## src/rtl/acia_pkg.sv

```systemverilog
// Shared types and constants for the ACIA byte-channel arbiter.
package acia_pkg;

    typedef enum logic [1:0] {
        IDLE    = 2'd0,
        PRESENT = 2'd1,
        POP     = 2'd2
    } arb_state_t;

    localparam logic CHAN_IKBD = 1'b0;
    localparam logic CHAN_MIDI = 1'b1;

    // Round-robin pick: a lone requester always wins; on a tie the source
    // that was not granted last wins.
    function automatic logic rr_pick(input logic ikbd_req,
                                     input logic midi_req,
                                     input logic last);
        logic pick;
        if (ikbd_req && midi_req)
            pick = ~last;
        else if (midi_req)
            pick = CHAN_MIDI;
        else
            pick = CHAN_IKBD;
        return pick;
    endfunction

endpackage

```

## src/rtl/sync_edge.sv

```systemverilog
// Multi-flop synchronizer for an asynchronous level, with a one-cycle
// rising-edge pulse taken from the last stage. STAGES must be at least 2.
module sync_edge #(
    parameter int STAGES = 2
) (
    input  logic clk,
    input  logic reset,
    input  logic din,
    output logic rise
);

    logic [STAGES-1:0] sync_q;
    logic              prev_q;

    always_ff @(posedge clk) begin
        if (reset) begin
            sync_q <= '0;
            prev_q <= 1'b0;
        end else begin
            sync_q <= {sync_q[STAGES-2:0], din};
            prev_q <= sync_q[STAGES-1];
        end
    end

    assign rise = sync_q[STAGES-1] & ~prev_q;

endmodule

```

## src/rtl/acia_link_arbiter.sv

```systemverilog
// Round-robin arbiter putting IKBD and MIDI bytes onto the single IO
// controller byte channel. Define ACIA_ARB_TIMEOUT_EN to discard unacked bytes.
module acia_link_arbiter
    import acia_pkg::*;
#(
    parameter int TIMEOUT_CYCLES = 16384,
    parameter int SYNC_STAGES    = 2
) (
    input  logic       clk,
    input  logic       reset,
    input  logic       ikbd_avail,
    input  logic [7:0] ikbd_data,
    output logic       ikbd_pop,
    input  logic       midi_avail,
    input  logic [7:0] midi_data,
    output logic       midi_pop,
    output logic       io_avail,
    output logic       io_chan,
    output logic [7:0] io_data,
    input  logic       io_strobe,
    output logic [7:0] drop_count
);

    if (SYNC_STAGES < 2 || TIMEOUT_CYCLES < 2) begin : g_bad_params
        $error("acia_link_arbiter: SYNC_STAGES must be >= 2 and TIMEOUT_CYCLES >= 2");
    end

    arb_state_t state_q, state_d;
    logic       last_q, last_d;
    logic       avail_d, chan_d, ikbd_pop_d, midi_pop_d;
    logic [7:0] data_d;
    logic       ack_rise;
    logic       grant_avail;
    logic       pick;
    logic       expired;
    logic       drop_inc;

    sync_edge #(.STAGES(SYNC_STAGES)) u_strobe_sync (
        .clk   (clk),
        .reset (reset),
        .din   (io_strobe),
        .rise  (ack_rise)
    );

    assign grant_avail = (io_chan == CHAN_MIDI) ? midi_avail : ikbd_avail;
    assign pick        = rr_pick(ikbd_avail, midi_avail, last_q);

`ifdef ACIA_ARB_TIMEOUT_EN
    localparam int CNT_W = ($clog2(TIMEOUT_CYCLES) > 14) ? $clog2(TIMEOUT_CYCLES) : 14;

    logic [CNT_W-1:0] wait_cnt_q;
    logic [7:0]       drop_q;

    assign expired    = (wait_cnt_q == CNT_W'(TIMEOUT_CYCLES - 1));
    assign drop_count = drop_q;

    always_ff @(posedge clk) begin
        if (reset) begin
            wait_cnt_q <= '0;
            drop_q     <= 8'd0;
        end else begin
            if (state_q != PRESENT)
                wait_cnt_q <= '0;
            else
                wait_cnt_q <= wait_cnt_q + 1'b1;
            if (drop_inc && drop_q != 8'hFF)
                drop_q <= drop_q + 8'd1;
        end
    end
`else
    assign expired    = 1'b0;
    assign drop_count = 8'd0;
`endif

    always_comb begin
        state_d    = state_q;
        last_d     = last_q;
        avail_d    = 1'b0;
        chan_d     = io_chan;
        data_d     = io_data;
        ikbd_pop_d = 1'b0;
        midi_pop_d = 1'b0;
        drop_inc   = 1'b0;
        case (state_q)
            IDLE: begin
                if (ikbd_avail || midi_avail) begin
                    chan_d  = pick;
                    data_d  = (pick == CHAN_MIDI) ? midi_data : ikbd_data;
                    last_d  = pick;
                    avail_d = 1'b1;
                    state_d = PRESENT;
                end
            end
            PRESENT: begin
                avail_d = 1'b1;
                // Ack beats a simultaneous withdraw; withdraw beats expiry
                // since a reset source has nothing left to pop.
                if (ack_rise) begin
                    avail_d    = 1'b0;
                    ikbd_pop_d = (io_chan == CHAN_IKBD);
                    midi_pop_d = (io_chan == CHAN_MIDI);
                    state_d    = POP;
                end else if (!grant_avail) begin
                    avail_d = 1'b0;
                    state_d = IDLE;
                end else if (expired) begin
                    avail_d    = 1'b0;
                    ikbd_pop_d = (io_chan == CHAN_IKBD);
                    midi_pop_d = (io_chan == CHAN_MIDI);
                    drop_inc   = 1'b1;
                    state_d    = POP;
                end
            end
            POP: begin
                state_d = IDLE;
            end
            default: begin
                state_d = IDLE;
            end
        endcase
    end

    always_ff @(posedge clk) begin
        if (reset) begin
            state_q  <= IDLE;
            last_q   <= CHAN_MIDI;
            io_avail <= 1'b0;
            io_chan  <= CHAN_IKBD;
            io_data  <= 8'h00;
            ikbd_pop <= 1'b0;
            midi_pop <= 1'b0;
        end else begin
            state_q  <= state_d;
            last_q   <= last_d;
            io_avail <= avail_d;
            io_chan  <= chan_d;
            io_data  <= data_d;
            ikbd_pop <= ikbd_pop_d;
            midi_pop <= midi_pop_d;
        end
    end

endmodule

```

## config.mk

```make
export PLATFORM = sky130hd
export DESIGN_NAME = acia_link_arbiter
export DESIGN_NICKNAME = d
export VERILOG_FILES = /design/src/rtl/acia_pkg.sv /design/src/rtl/sync_edge.sv /design/src/rtl/acia_link_arbiter.sv
export SDC_FILE = /design/constraint.sdc
export NUM_CORES = 1
export LEC_CHECK = 0
export BUFFER_PORTS_ARGS = -buffer_cell sky130_fd_sc_hd__buf_2
export CORE_MARGIN = 2
export CORE_UTILIZATION = 49
export CTS_BUF_LIST = sky130_fd_sc_hd__clkbuf_4
export CTS_CLUSTER_DIAMETER = 200
export DETAILED_ROUTE_END_ITERATION = 8
export PLACE_DENSITY = 0.86
export SLEW_MARGIN = 20
export SYNTH_ARGS = -nofsm -noshare
export SYNTH_HDL_FRONTEND = slang
export SYNTH_HIERARCHICAL = 1
export SYNTH_SLANG_ARGS = --single-unit
```

## constraint.sdc

```tcl
create_clock -name clk -period 2.3 [get_ports clk]
set_clock_uncertainty 0.05 [all_clocks]
set_input_delay 0.345 -clock clk [delete_from_list [all_inputs] [get_ports clk]]
set_output_delay 0.345 -clock clk [all_outputs]
set_load 0.1 [all_outputs]
```

# After elaboration in Yosys (flattened, before gate mapping)
# Index checks and enable logic that the tools add are counted.
# totals
ff_bits	18
inputBits	21
out_inout_bits	20
wordCells	36
# classes
eq_ne	3
n_mux	12
bitwise_logic	6
reduce_logical	6
# ops
operator	n
$mux W8	1
$mux W1	6
$mux W2	3
$not A1 Y1	5
$pmux W2 S2	1
$reduce_and A2 Y1	2
$ne A3 B3 Y1 const B	1
$reduce_or A3 Y1	1
$eq A2 B1 Y1 const B	1
$logic_not A2 Y1	1
$ne A2 B2 Y1 const B	1
$pmux W1 S2	1
$and A1 B1 Y1	1
$logic_and A1 B1 Y1	1
$logic_or A1 B1 Y1	1

# Longest topological paths before layout
# Gate-level depths: netlist of run 1.
# logic_depth
depth_word	4
depth_mapped	4
mapped_depth_nobuf	4

# By module
# Netlist of run 1, hierarchy kept.
# by_module_without_submodules
mod	n_inst	cells_each	area_per_inst_um2	seq_area_each_um2
acia_link_arbiter	1	80	709.4	300.3
sync_edge	1	7	87.6	60.1

# Worst setup path before layout of run 1
# Ideal clock, no wire load.
# synth_path
path_type	register -> register
start	reg io_chan
end	reg io_avail
setup_ns	0.129
arrival_time_ns	1.450
required_ns	2.121
setup_slack_ns	0.671
path_stages_with_launch	4
path_buffers	0
period_less_slack_ns	1.629
cell_sequence	dfxtp_1 > mux2i_1 > o22a_1 > nor3_1
# synth_via
elab_chain_len	4
# synth_lines
item	line_no	rtl
start: declaration	acia_link_arbiter.sv:18	output logic io_chan,
start signal: assignment	acia_link_arbiter.sv:136	io_chan <= chan_d;
$mux W1	acia_link_arbiter.sv:45	assign grant_avail = (io_chan == CHAN_MIDI) ? midi_avail : ikbd_avail;
$mux W1	acia_link_arbiter.sv:103	end else if (!grant_avail) begin
$mux W1	acia_link_arbiter.sv:98	if (ack_rise) begin
$pmux W1 S2	acia_link_arbiter.sv:84	case (state_q)
end signal: assignment	acia_link_arbiter.sv:135	io_avail <= avail_d;
end: declaration	acia_link_arbiter.sv:17	output logic io_avail,
# No other way between the ends.
# A chain may end at the register's enable or synchronous reset.

# Worst setup path in the final report of run 1
# layout_path
start	reg state_q[1]
end	reg io_data[1]
# layout_via
elab_chain_len	2
# layout_lines
item	line_no	rtl
start: declaration	acia_link_arbiter.sv:28	arb_state_t state_q, state_d;
start signal: assignment	acia_link_arbiter.sv:133	state_q <= state_d;
$logic_not A2 Y1	acia_link_arbiter.sv:84	
$reduce_and A2 Y1 (no source line)	--	
end signal: assignment	acia_link_arbiter.sv:137	io_data <= data_d;
end: declaration	acia_link_arbiter.sv:19	output logic [7:0] io_data,
# No other way between the ends.

==> results of run 1 <==
==> placed cells by master (no fill, tap or decap), drive strengths merged <==
cell	n
and2	1
a21oi	10
nor2	2
nor4	1
a21boi	1
o31ai	1
a21bo	1
buf	32
clkbuf	3
or2	1
and3	1
nor2b	4
a311oi	8
conb	8
o21bai	1
nor3	4
clkinv	1
mux2i	1
nand2	18
dfxtp	18
o22a	1
==> cell families after synthesis <==
logic type | count (synthesis) | share of synthesized area (%)
buffers and inverters | 12 | 11.30
DFF | 18 | 45.21
muxes | 1 | 1.256
and+or+nand+nor | 32 | 20.10
other | 1 | 0.4705
AOI/OAI and AO/OA | 23 | 21.67
==> power groups by stage <==
stage / clock, uW / sequential (uW) / combinational [uW]
6_report: 157 / 351 / 299
5_1_grt: 168 / 354 / 314
4_1_cts: 160 / 351 / 299
3_5_place_dp: 0 / 358 / 299
3_3_place_gp: 0 / 357 / 294
2_1_floorplan: 0 / 488 / 133
==> final timing paths <==
path	startpoint	to	cells past startpoint	slack, ns
worst min-delay path	io_strobe	u_strobe_sync/sync_q[0]$_SDFF_PP0_	2	0.21
worst max register to register	state_q[1]$_SDFFE_PP0P_	io_data[1]$_SDFFE_PP0P_	3	0.71
worst max-delay path	state_q[1]$_SDFFE_PP0P_	io_data[1]$_SDFFE_PP0P_	3	0.71
worst min register to register	u_strobe_sync/sync_q[0]$_SDFF_PP0_	u_strobe_sync/sync_q[1]$_SDFF_PP0_	1	0.40
==> Yosys cell counts (all sizes together) <==
master / instances / area (um^2)
o22a: 1 / 8.760
clkbuf: 1 / 3.750
nor4: 1 / 6.260
a311oi: 8 / 70.07
and3: 1 / 7.510
a21bo: 1 / 10.01
o21bai: 1 / 7.510
or2: 1 / 6.260
conb: 1 / 3.750
mux2i: 1 / 10.01
nor2b: 4 / 27.53
nor3: 4 / 31.28
dfxtp: 18 / 360.4
buf: 11 / 86.33
nand2: 18 / 67.56
a21oi: 10 / 50.05
nor2: 2 / 7.510
a21boi: 1 / 18.77
o31ai: 1 / 7.510
and2: 1 / 6.260
==> final cells by class <==
type	count	share of cell area [%]
Multi-Input combinational cell	64	39.68
Clock inverter	1	0.3995
Sequential cell	18	38.35
Clock buffer	3	2.397
Tap cell	16	2.130
Timing Repair Buffer	32	17.04
==> metal layers <==
| layer | track usage [%] | vias up | part of all wire [%] |
|---|---|---|---|
| li1 | - | 354 | - |
| met1 | 21.17 | 338 | 39 |
| met2 | 32.06 | 26 | 54 |
| met3 | 4.082 | 2 | 5.8 |
| met4 | 12.12 | 0 | 1.0 |
| met5 | 0 | - | 0 |
==> flip-flops by register name, summed over array words and instances, names as in the netlist <==
register	cells
io_chan	1
u_strobe_sync/prev_q	1
io_avail	1
ikbd_pop	1
state_q	2
io_data	8
midi_pop	1
last_q	1
u_strobe_sync/sync_q	2
==> worst reg2reg max path: stages, from the launching register on <==
cell,delay (ns)
dfxtp_1,0.40
nor2_1,0.54
a21oi_1,0.17
a311oi_1,0.33
==> stage by stage <==
step | worst slack (ns) | instance area (um^2) | hold slack [ns] | std cells | power, uW
after floorplan | 0.6710 | 823.3 | 0.3638 | 94 | 621.0
after global placement | 0.9124 | 913.4 | 0.3677 | 130 | 651.2
after detailed placement | 0.7272 | 913.4 | 0.3833 | 130 | 657.4
after CTS | 0.7054 | 939.7 | 0.2141 | 134 | 810.3
after global routing | 0.5856 | 939.7 | 0.2230 | 134 | 835.8
final | 0.7051 | 939.7 | 0.2148 | 134 | 806.9
==> out/qor.yml, run 1 <==
timing:
  setup_violations: 0
  tightest_slew_ns: 0.6550
  finalSetupTns_ns: 0
  period_needed_ns: 1.595
  grt_setup_unrepaired: "no"
  period_share_pct: 69.34
  fmax_ghz: 0.6270
  maxSlewHeadroom_pct: 56.17
  drv_slew: 0
  finalHoldViolations: 0
status:
  status: "finished clean"
clock_network:
  path_clk_slew_ns: 0.10
  insertion_delay_ns: 0.29
  htree_levels: 1
  clock_path_buffers: 2
  cts_setup_buffers: 0
  cts_tree: "done"
  cts_hold_buffers: 0
  cts_resized: 0
  cts_root_buf: "clkbuf_4"
  cts_buffers: 3
  clock-sinks: 18
floorplan:
  rows: 14
  core_region_area_um2: 1524
  initial_core_util_pct: 52.30
  die_y_um: 44.33
  ios: 41
  fp.dieW_um: 44.33
  dieArea_um2: 1965
place:
  io_buffers: 32
  dp_hpwl_um: 1266
  gp_congestion: 0.7122
yosys:
  yosysUniqueCellTypes: 23
  synth_warnings: 6
  synthCells: 87
  ys_seq_elements: 18
  seq_area_frac_synth_pct: 45.21
  netlist_area_um2: 797.0
  syn_avg_cell_area_um2: 9.161
power:
  internal_power_uw: 453.0
  pwr_density_cell_nw_per_um2: 858.7
  p_leak_uw: 0.0004515
  vdd_drop_max_mv: 0.4582
  p_sw_uw: 353.9
  clkPwrFrac_pct: 19.5
  pwr-share-comb_pct: 37.0
  switching_share_pct: 43.86
  pwr-share-seq_pct: 43.5
setup_path:
  crit_arrival_ns: 1.73
  critical_path_class: "reg -> reg"
  setup.worst_path.end_class: "flop"
  slowest_stage: "nor2_1"
  cp_max_fo: 11
  critPathRequiredTime_ns: 2.44
  slowest_delay_ns: 0.54
  path_buf_inv: 0
  crit_family: "simple AND/OR/NAND/NOR gates"
  cp_cell_sequence: "nor2_1 -> a21oi_1 -> a311oi_1"
  startpoint_type: "flop"
final_layout:
  fillCellCount: 143
  syn2layout_area_growth_pct: 17.90
  multi_input_area_um2: 372.9
  post-route-util_pct: 61.66
  fin_nets: 140
  seqCellArea_um2: 360.3
  diodes: 0
  drive_gt1_share_pct: 33.05
job:
  maxCapViolCount: 0
route:
  wl_per_cell_um: 12.54
  drt-total-wl_um: 1680
  dr.pass1.iters: 4
  drc: 0
  dr_total_vias: 720
  ant_nets: 0
  drtIter0Drc: 10
  via_per_inst: 5.373
global_route:
  grt-ovfl-total: 0
  grt_max_degree: 18
  grt_first_pass_wirelength_um: 2732
  grt_pass1_vias: 679
  antenna_found_initial: 0
  grt_use_total_pct: 18.86
worst_hold_path:
  min_path_type: "in -> reg"
(Power assumes the default switching activity.)
==> inputs of run 2 (changes only) <==
CORE_UTILIZATION = 46   (was 49)
PLACE_DENSITY = 0.81   (was 0.86)
clock period = 1.6 ns   (was 2.3 ns; I/O delays follow)
==> run 2 against run 1 <==
  * Sequential power increased by 44%
  * Routed wire length down 4.3%
  * Sequential share of layout area down 0.27 points
==> out/qor.yml, run 2 (synthesis results as in run 1) <==
status:
  status: "finished clean"
worst_hold_path:
  holdPathStages: 2  # unchanged
  min_path_type: "in -> reg"
  holdPathEnd: "u_strobe_sync/sync_q[0]$_SDFF_PP0_"
  min_from: "io_strobe"
power:
  internal_power_uw: 654.5  # +44%
  clkPwrFrac_pct: 19.2  # -0.3 points
  pwr-share-seq_pct: 43.6  # about the same
  pwr_density_cell_nw_per_um2: 1219  # +42%
  pwr-share-comb_pct: 37.1  # about the same
  p_leak_uw: 0.0004565  # +1.1%
  switching_share_pct: 43.48  # -0.38 points
  vdd_drop_max_mv: 0.4581  # about the same
  p_sw_uw: 503.6  # +42%
place:
  place_ws_ns: 0.3840  # -0.3432 ns
  gp_congestion: 0.7632  # +7.2%
  dp_hpwl_um: 1205  # -4.8%
  io_buffers: 32  # unchanged
route:
  ant_nets: 0  # unchanged
  drtIter0Drc: 7  # -3
  drc: 0  # unchanged
  via_per_inst: 5.228  # -2.7%
  wl_per_cell_um: 11.82  # -5.8%
  dr.pass1.iters: 4  # unchanged
  drt-total-wl_um: 1607  # -4.3%
  dr_total_vias: 711  # -1.3%
clock_network:
  clock-sinks: 18  # unchanged
  cts_buffers: 3  # unchanged
  cts_tree: "done"
  cts_hold_buffers: 0  # unchanged
  clock_path_buffers: 2  # unchanged
  cts_root_buf: "clkbuf_4"
  path_clk_slew_ns: 0.10  # about the same
  insertion_delay_ns: 0.29  # about the same
  cts_resized: 0  # unchanged
  htree_levels: 1  # unchanged
  cts_setup_buffers: 0  # unchanged
final_layout:
  regMostFlops: "io_data"
  top_regs: "io_data (8), state_q (2), u_strobe_sync/sync_q (2)"
  final_cell_mix: "buf_2 (32), nand2_1 (18), dfxtp_1 (17), a21oi_1 (10)"
  largest_reg_flops: 8  # unchanged
  final_common_cell: "buf_2"
  syn2layout_area_growth_pct: 19.15
  drive_gt1_share_pct: 34.45  # +1.4 points
  diodes: 0  # unchanged
  fin_nets: 141  # +0.71%
timing:
  drv_slew: 0  # unchanged
  layout_setup_ws_ns: 0.2006  # -0.5045 ns
  grt_setup_unrepaired: "no"
  finalSetupTns_ns: 0  # unchanged
  fmax_ghz: 0.7146
  finalHoldViolations: 0  # unchanged
  period_share_pct: 87.46
  setup_violations: 0  # unchanged
  period_needed_ns: 1.399
setup_path:
  r2r-end: "io_data[5]$_SDFFE_PP0P_"
  reg2regPathDepth: 3  # unchanged
  cp_max_fo: 5  # -6
  path_buf_inv: 1  # +1
  slowest_stage: "buf_2"
  rrSetupSlack_ns: 0.39  # -0.32 ns
  setup.worst_path.end_class: "output port"
  critical_path_class: "reg -> out"
  cp_cell_sequence: "buf_2"
  startpoint_type: "flop"
  slowest_delay_ns: 0.44  # -0.10 ns
  crit_arrival_ns: 1.11  # -0.62 ns
  critPathRequiredTime_ns: 1.31  # -1.13 ns
  startpoint: "io_chan$_SDFFE_PP0P_"
  r2r-start: "last_q$_SDFFE_PP1P_"
  crit_family: "buffers and inverters"
global_route:
  grt_max_degree: 18  # unchanged
  grt_first_pass_wirelength_um: 2332  # -15%
  grt_use_total_pct: 15.37  # -3.5 points
  antenna_found_initial: 0  # unchanged
  grt-ovfl-total: 0  # unchanged
  grt_pass1_vias: 582  # -14%
floorplan:
  die_y_um: 45.63  # +2.9%
  ios: 41  # unchanged
  fp.dieW_um: 45.63  # +2.9%
  core_region_area_um2: 1670  # +9.6%
  initial_core_util_pct: 47.72  # -4.6 points
  rows: 15  # +1
  dieArea_um2: 2082  # +5.9%
job:
  maxCapViolCount: 0  # unchanged
run 2: cell count changes in the layout (fill, tap and decap cells not counted), sizes merged:
cell  before  now
buf       32   33
run 2: stage by stage:
step           std cells  power [uW]  utilization (%)  cell area [um^2]  hold slack (ns)
4_1_cts              136        1168            56.85             949.7           0.1041
5_1_grt              136        1201            56.85             949.7           0.1124
3_5_place_dp         132       946.3            55.28             923.4           0.3898
2_1_floorplan         94       893.1                -             824.5           0.2616
6_report             136        1158            56.85             949.7           0.1150
3_3_place_gp         132       940.6            55.28             923.4           0.3685
run 2: worst max path at each step:
| stage | cells past startpoint | end |
|---|---|---|
| floorplan | 2 | io_data[0]$_SDFFE_PP0P_ |
| global placement | 4 | io_data[5]$_SDFFE_PP0P_ |
| detailed placement | 4 | io_data[5]$_SDFFE_PP0P_ |
| CTS | 1 | io_chan |
| global route | 1 | io_chan |
| finish | 1 | io_chan |
run 2: layout make-up:
| class | count | area (um^2) |
|---|---|---|
| Timing Repair Buffer | 33 | 167.7 |
| Multi-Input combinational cell | 64 | 372.9 |
| Tap cell | 17 | 21.27 |
| Fill cell | 154 | 720.7 |
| Sequential cell | 18 | 361.6 |
| Clock inverter | 1 | 3.754 |
| Clock buffer | 3 | 22.52 |
run 2: power groups by stage:
stage / clock network [uW] / registers [uW] / logic, uW
detailed placement: 0 / 516 / 430
finish: 223 / 505 / 430
CTS: 231 / 506 / 430
global route: 242 / 510 / 449
global placement: 0 / 514 / 426
floorplan: 0 / 703 / 191
run 2: layer usage:
metal	vias up	part of all wire (%)	GRT usage, %
met4	0	1.6	10.59
met1	325	44	18.73
met3	4	5.2	1.190
li1	358	-	-
met2	24	50	25.35
met5	-	0	0
